`config.mk`:
```
export PLATFORM = sky130hd
export DESIGN_NAME = fft_reorder_buf
export DESIGN_NICKNAME = d
export VERILOG_FILES = /design/src/rtl/ofdm_pkg.sv /design/src/rtl/fft_reorder_ram.sv /design/src/rtl/fft_reorder_buf.sv
export SDC_FILE = /design/constraint.sdc
export NUM_CORES = 2
export LEC_CHECK = 0
export BUFFER_PORTS_ARGS = -buffer_cell sky130_fd_sc_hd__buf_2
export CAP_MARGIN = 20
export CORE_UTILIZATION = 40
export DETAILED_ROUTE_END_ITERATION = 8
export PLACE_DENSITY = 0.62
export SETUP_SLACK_MARGIN = 0.1
export SLEW_MARGIN = 40
export SYNTH_ARGS = -nofsm -noshare
export SYNTH_HDL_FRONTEND = slang
export SYNTH_SLANG_ARGS = --single-unit
```
`constraint.sdc`:
```
create_clock -name CLK_I -period 4.85 [get_ports CLK_I]
set_input_delay 1.455 -clock CLK_I [delete_from_list [all_inputs] [get_ports CLK_I]]
set_output_delay 1.455 -clock CLK_I [all_outputs]
set_load 0.05 [all_outputs]
```
`src/rtl/ofdm_pkg.sv`:
```
// Shared OFDM receive-path types: sample widths, complex sample struct,
// reorder-reader state encoding and the bit-reverse helper.
package ofdm_pkg;

    localparam int DW    = 16;
    localparam int N_FFT = 64;
    localparam int LOG2N = 6;

    typedef struct packed {
        logic [DW-1:0] re;
        logic [DW-1:0] im;
    } sample_t;

    typedef enum logic {
        RD_IDLE   = 1'b0,
        RD_STREAM = 1'b1
    } rd_state_e;

    function automatic logic [LOG2N-1:0] bitrev(input logic [LOG2N-1:0] a);
        logic [LOG2N-1:0] r;
        for (int i = 0; i < LOG2N; i++) begin
            r[i] = a[LOG2N-1-i];
        end
        return r;
    endfunction

endpackage

```
`src/rtl/fft_reorder_ram.sv`:
```
// Simple dual-port synchronous RAM holding both ping-pong banks; the read
// data register clears on reset so the buffer outputs start at zero.
module fft_reorder_ram #(
    parameter int AW = 7,
    parameter int WW = 32
) (
    input  logic          clk,
    input  logic          rst,
    input  logic          we,
    input  logic [AW-1:0] waddr,
    input  logic [WW-1:0] wdata,
    input  logic          re,
    input  logic [AW-1:0] raddr,
    output logic [WW-1:0] rdata
);

    logic [WW-1:0] mem [0:(1<<AW)-1];

    always_ff @(posedge clk) begin
        if (we) begin
            mem[waddr] <= wdata;
        end
    end

    // Holding rdata when re is low is what freezes DAT_O during a stall.
    always_ff @(posedge clk) begin
        if (rst) begin
            rdata <= '0;
        end else if (re) begin
            rdata <= mem[raddr];
        end
    end

endmodule

```
`src/rtl/fft_reorder_buf.sv`:
```
// Ping-pong symbol buffer between CP removal and the FFT. Define BITREV_EN
// to stream each symbol in bit-reversed (DIT input) order instead of natural order.
module fft_reorder_buf
    import ofdm_pkg::*;
#(
    parameter int DW    = ofdm_pkg::DW,
    parameter int N_FFT = ofdm_pkg::N_FFT,
    parameter int LOG2N = ofdm_pkg::LOG2N
) (
    input  logic          CLK_I,
    input  logic          RST_I,
    input  logic [DW-1:0] DAT_I_r,
    input  logic [DW-1:0] DAT_I_i,
    input  logic          ACK_I,
    input  logic          STALL_I,
    output logic [DW-1:0] DAT_O_r,
    output logic [DW-1:0] DAT_O_i,
    output logic          ACK_O,
    output logic          SOF_O,
    output logic          OVF_O,
    output rd_state_e     dbg_state
);

    // Handshake: ACK_I has no backpressure, a sample arrives on every edge where it is high.
    // On the output side a sample transfers on an edge where ACK_O=1 and STALL_I=0;
    // while STALL_I=1 the presented sample (DAT_O, ACK_O, SOF_O) is held unchanged.

    localparam logic [LOG2N-1:0] LAST = LOG2N'(N_FFT - 1);

    logic             wr_bank, rd_bank;
    logic [LOG2N-1:0] wr_cnt, rd_cnt, rd_addr;
    logic [1:0]       full, set_mask, clr_mask;
    logic             ovf, ack_q, sof_q;
    logic             wr_en, wr_last, rd_en, rd_last;
    rd_state_e        state, state_nxt;
    sample_t          wr_sample, rd_sample;

    assign wr_sample = '{re: DAT_I_r, im: DAT_I_i};

`ifdef BITREV_EN
    assign rd_addr = bitrev(rd_cnt);
`else
    assign rd_addr = rd_cnt;
`endif

    // A freshly filled bank is read in the cycle it is first seen full, which is
    // what makes consecutive symbols stream without a bubble.
    always_comb begin
        wr_en     = ACK_I && !full[wr_bank];
        wr_last   = wr_en && (wr_cnt == LAST);
        rd_en     = !STALL_I && ((state == RD_STREAM) || full[rd_bank]);
        rd_last   = rd_en && (rd_cnt == LAST);
        set_mask  = '0;
        clr_mask  = '0;
        state_nxt = state;
        if (wr_last) set_mask[wr_bank] = 1'b1;
        if (rd_last) clr_mask[rd_bank] = 1'b1;
        if (rd_last) begin
            state_nxt = full[~rd_bank] ? RD_STREAM : RD_IDLE;
        end else if (full[rd_bank]) begin
            state_nxt = RD_STREAM;
        end
    end

    always_ff @(posedge CLK_I) begin
        if (RST_I) begin
            wr_bank <= 1'b0;
            wr_cnt  <= '0;
            rd_bank <= 1'b0;
            rd_cnt  <= '0;
            full    <= '0;
            ovf     <= 1'b0;
            ack_q   <= 1'b0;
            sof_q   <= 1'b0;
            state   <= RD_IDLE;
        end else begin
            full  <= (full | set_mask) & ~clr_mask;
            state <= state_nxt;
            if (wr_en) begin
                wr_cnt <= wr_cnt + 1'b1;
                if (wr_last) wr_bank <= ~wr_bank;
            end
            if (ACK_I && full[wr_bank]) begin
                ovf <= 1'b1;
            end
            if (rd_en) begin
                rd_cnt <= rd_cnt + 1'b1;
                if (rd_last) rd_bank <= ~rd_bank;
            end
            if (!STALL_I) begin
                ack_q <= rd_en;
                sof_q <= rd_en && (rd_cnt == '0);
            end
        end
    end

    fft_reorder_ram #(
        .AW(LOG2N + 1),
        .WW(2 * DW)
    ) u_ram (
        .clk  (CLK_I),
        .rst  (RST_I),
        .we   (wr_en),
        .waddr({wr_bank, wr_cnt}),
        .wdata(wr_sample),
        .re   (rd_en),
        .raddr({rd_bank, rd_addr}),
        .rdata(rd_sample)
    );

    assign DAT_O_r   = rd_sample.re;
    assign DAT_O_i   = rd_sample.im;
    assign ACK_O     = ack_q;
    assign SOF_O     = sof_q;
    assign OVF_O     = ovf;
    assign dbg_state = state;

endmodule

```
**Yosys cells after proc, flatten, opt, wreduce, memory -nomap -nowiden**

Memory sizes are Yosys's and may differ from the RTL's. A register that Yosys moved wholly into a read port is not among the register bits.
Cells that the tools add are included.

- Magnitude comparators: 5
- Add/subtract/negate cells: 2
- Reduce and logical (&&, ||, !) cells: 15
- Mux-type cells: 17
- Bitwise gates (word level): 5
- Eq/ne operators: 2

Operator list:

| kind | count |
|---|---|
| 1-bit 2-to-1 mux | 13 |
| 6-bit by 1-bit adder with 6-bit output (second input constant) | 2 |
| 6-bit equality test (second input constant) | 2 |
| 1-bit logical AND | 8 |
| 6-bit zero test | 1 |
| 1-bit by 2-bit less-than comparator with 1-bit output (second input constant) | 3 |
| 2-bit 2-to-1 mux | 2 |
| 2-bit AND reduction | 2 |
| 2-bit AND | 1 |
| 1-bit demux with 1-bit select | 2 |
| 1-bit greater-or-equal comparator (second input constant) | 2 |
| 1-bit zero test | 2 |
| 1-bit NOT | 2 |
| 2-bit NOT | 1 |
| 2-bit OR | 1 |
| 2-bit nonzero test | 1 |
| 1-bit logical OR | 1 |

- Logic and storage cells: 56
- Flip-flop bits (word level): 20
- Output and inout port bits: 36
- Input bits: 36
- Memories: 1
- Memory bits (writable): 4096

Memories:

| name | depth | bits a word | rd ports | clocked after memory_dff | write ports | line | RTL |
|---|---|---|---|---|---|---|---|
| u_ram.mem | 128 | 32 | 1 | 1 | 1 | fft_reorder_ram.sv:17 | `logic [WW-1:0] mem [0:(1<<AW)-1];` |

**Depth between registers and ports, before layout**

- Depth after elaboration: 8
- Gate-level depth with buffers: 12
- Gate-level depth less buffers: 6

**Hierarchy**

A second synthesis with hierarchy kept.

- Cell total of the unflattened synthesis: 7049
- Area, all modules: 158948.7 um^2

Modules (own cells, without submodules):

| module | area each (um^2) | instances | cells each | seq. area each (um^2) |
|---|---|---|---|---|
| fft_reorder_ram | 158032.8 | 1 | 6948 | 123638.6 |
| fft_reorder_buf | 915.9 | 1 | 101 | 400.4 |

**Least setup slack after synthesis**

OpenSTA, ideal clock, no wires.

- Path type: input to register
- From: input ACK_I
- To: memory u_ram.mem[106][0], enable pin
- Slack: 0.519 ns
- Data required time: 4.429 ns
- Library setup time: 0.421 ns
- Stages: 6
- Buffers on the path: 2
- Arrival time: 3.909 ns
- Cell sequence: and2_1 -> clkbuf_1 -> nor2b_1 -> nand3b_1 -> clkbuf_1 -> nor2_1

- Cells in the longest elaborated chain, start to end: 3

RTL lines:

| element | line | RTL |
|---|---|---|
| start: declaration | fft_reorder_buf.sv:14 | `input logic ACK_I,` |
| 1-bit logical AND | fft_reorder_buf.sv:49 | `wr_en = ACK_I && !full[wr_bank];` |
| 1-bit 2-to-1 mux | fft_reorder_ram.sv:20 | `if (we) begin` |
| 1-bit 2-to-1 mux (not written as such) | fft_reorder_ram.sv:21 | `mem[waddr] <= wdata;` |
| end: declaration | fft_reorder_ram.sv:17 |  |

No other way between the ends.

==> metrics.yaml <==
status: "complete, no violations"
syn_avg_cell_area_um2: 22.9
track_usage: 0.219
drc: 0
final_antenna_net_count: 0
cts-root-buf: "clkbuf_16"
io_pins: 72
ys_seq_area_frac: 0.781
post-cts-setup-buffers: 0
wl_per_cell_um: 34.2
grt_pass1_wl_mm: 614
grt_pass1_vias: 77010
arrival_ns: 4.77
grt_overflow: 0
drtIter0Drc: 10090
synthesis.area_um2: 159000
leakage_uw: 0.0549
vias: 77588
ir_worst_vdd_mv: 0.349
routed_wl_mm: 446
final_util: 0.464
hold_buffers: 0
synth_nets: 6971
ys_warn_count: 0
fin_hold_ws_ns: 0.592
final_cell_mix: "edfxtp_1 (4096), mux4_2 (1020), clkbuf_16 (408), buf_4 (337), mux2i_1 (307)"
fin_ws_ns: 0.954
finalCritPeriodShare: 0.803
start_util: 0.403
clockBufferDepth: 4
register_area_um2: 124000
pre_cts_ws_ns: 0.874
cp_top_family: "buffers and inverters"
max_stage_delay_ns: 0.55
placementRows: 230
drive_above_1_share: 0.294
nets: 7507
rsz0062_at_grt: "false"
ys_ff_latch: 4148
yosys.area.top_type: "edfxtp_1"
final_common_cell: "edfxtp_1"
synthFlopType: "edfxtp_1"
async_flop_share: 0
yosys-top-cells-area: "edfxtp_1 (77%), mux4_2 (14%), mux2i_1 (1.9%), dfxtp_1 (0.66%), nor2_1 (0.45%)"
cts.sinks: 4148
dieArea_um2: 399000
clk_pin_slew_ns: 0.07
hold_path_class: "reg -> reg"
gp_congestion: 0.956
post_drt_via_cell_ratio: 5.95
nFillCells: 32043
worstPathRequired_ns: 5.72
yosysUniqueCellTypes: 72
grt_max_degree: 129
finalSetupViolations: 0
maxSlewViolCount: 0
die_h_um: 632
fin_worst_skew_ns: 0.0954
crit_path_start_kind: "flop"
die_w_um: 632
cts_tree: "done"
grt_antenna_before_repair: 22
relSlewSlack: 0.308
htree_levels: 5
worst-path-max-fanout: 22
synthCells: 6932
synth_edf_count: 4096
hold_violations: 0
cts_resized: 0
fmax_mhz: 257
firstDrtPassIters: 8
hpwl_mm: 267
critPathCaptureType: "flop"
cap_violations: 0
insertion_delay_ns: 1.02
worst_pin_slew_ns: 1.03
setup_tns_ns: 0
path_buf_inv: 4
final.min_clock_period_ns: 3.90
syn_to_final_growth_pct: 15.0
slowest_stage: "mux4_2"
io_buffers: 71
multi_input_area_um2: 33600
coreArea_um2: 394000
synth_top_cell_area_share: 0.775
powerDensity_nw_per_um2: 389
numCtsBuffers: 407
critPathKind: "reg -> reg"
crit_chain: "buf_12 -> buf_12 -> buf_4 -> buf_4 -> mux4_2 -> mux4_2 -> a22o_1 -> a221oi_1 -> a311oi_1"
-- synth_stat cells (all sizes together) (5+ instances only) --
library cell,instances
xnor2,8
o41ai,5
a2111oi,20
o21ai,52
mux2,17
edfxtp,4096
a211o,8
nor3,21
and3,6
o211ai,13
a22oi,60
nor4,8
a21o,7
nand2b,8
a21oi,89
o221ai,30
nand3b,7
o22ai,52
o2111ai,14
a211oi,41
nand4,5
a221oi,42
and2,11
a22o,15
a311oi,6
o21a,5
nor2b,13
a41o,7
o31ai,7
a31oi,18
mux2i,308
buf,281
nor2,191
inv,9
dfxtp,52
nand3,38
nand2,176
mux4,1026
clkbuf,110
-- power by group --
part	switching, µW	internal, µW
sequential	14.3	39400
clock	13500	17200
combinational	882	156
-- worst paths after layout --
| path | from | to | slack [ns] | depth (start not counted) |
|---|---|---|---|---|
| worst min register to register | u_ram.rdata[15]$_SDFFE_PP0P_ | u_ram.rdata[15]$_SDFFE_PP0P_ | 0.59 | 2 |
| worst max-delay path | rd_addr[0]$_SDFFE_PP0P_ | u_ram.rdata[25]$_SDFFE_PP0P_ | 0.95 | 9 |
| worst min-delay path | u_ram.rdata[15]$_SDFFE_PP0P_ | u_ram.rdata[15]$_SDFFE_PP0P_ | 0.59 | 2 |
| worst max register to register | rd_addr[0]$_SDFFE_PP0P_ | u_ram.rdata[25]$_SDFFE_PP0P_ | 0.95 | 9 |
-- state kept, by name, summed over array words and instances, names as in the netlist, 2 cells and up --
register     count
u_ram.rdata     32
rd_addr          6
full             2
wr_cnt           6
u_ram.mem     4096
-- cell type report --
class	instances	share of cell area
antenna	18	0.000247
clock buffer	492	0.0579
clock inverter	245	0.0123
inverter	11	0.000267
multi-input combinational	2382	0.184
sequential	4148	0.680
tap	5220	0.0358
timing repair buffer	518	0.0298
-- metrics by stage --
step | instances | power, µW | instance area, µm²
floorplan | 6932 | 40300 | 159000
global route | 13017 | 72800 | 182000
CTS | 13013 | 71500 | 182000
detailed placement | 12276 | 41200 | 170000
finish | 13034 | 71100 | 183000
global placement | 12273 | 41200 | 169000
-- cells by family (layout without fill, tap and decap cells) --
| group | after synthesis | after routing | share of synthesized area |
|---|---|---|---|
| flip-flops | 4148 | 4148 | 0.781 |
| multiplexers | 1351 | 1351 | 0.166 |
| AO/OA/AOI/OAI | 521 | 521 | 0.0234 |
| AND/OR/NAND/NOR | 495 | 495 | 0.0134 |
| buffers and inverters | 402 | 1266 | 0.0146 |
| XOR/XNOR | 12 | 12 | 0.000662 |
| adder cells (fa/ha/maj) | 3 | 3 | 0.000236 |
| other | 0 | 18 | 0 |
-- routing by layer --
metal  up-vias  part of all wire  GRT usage
met2      3787              0.48      0.353
met1     42349              0.39      0.292
li1      30733                 -          -
met3       703             0.092     0.0523
met4        16             0.040     0.0795
met5         -            0.0013          0
-- worst min-delay path, delay by kind of cell (launching register included) --
family | cells | cell delay [ns]
AO/OA/AOI/OAI | 1 | 0.10
flip-flops | 1 | 0.34
AND/OR/NAND/NOR | 1 | 0.10
No activity file was read; power rests on OpenSTA's default activity.
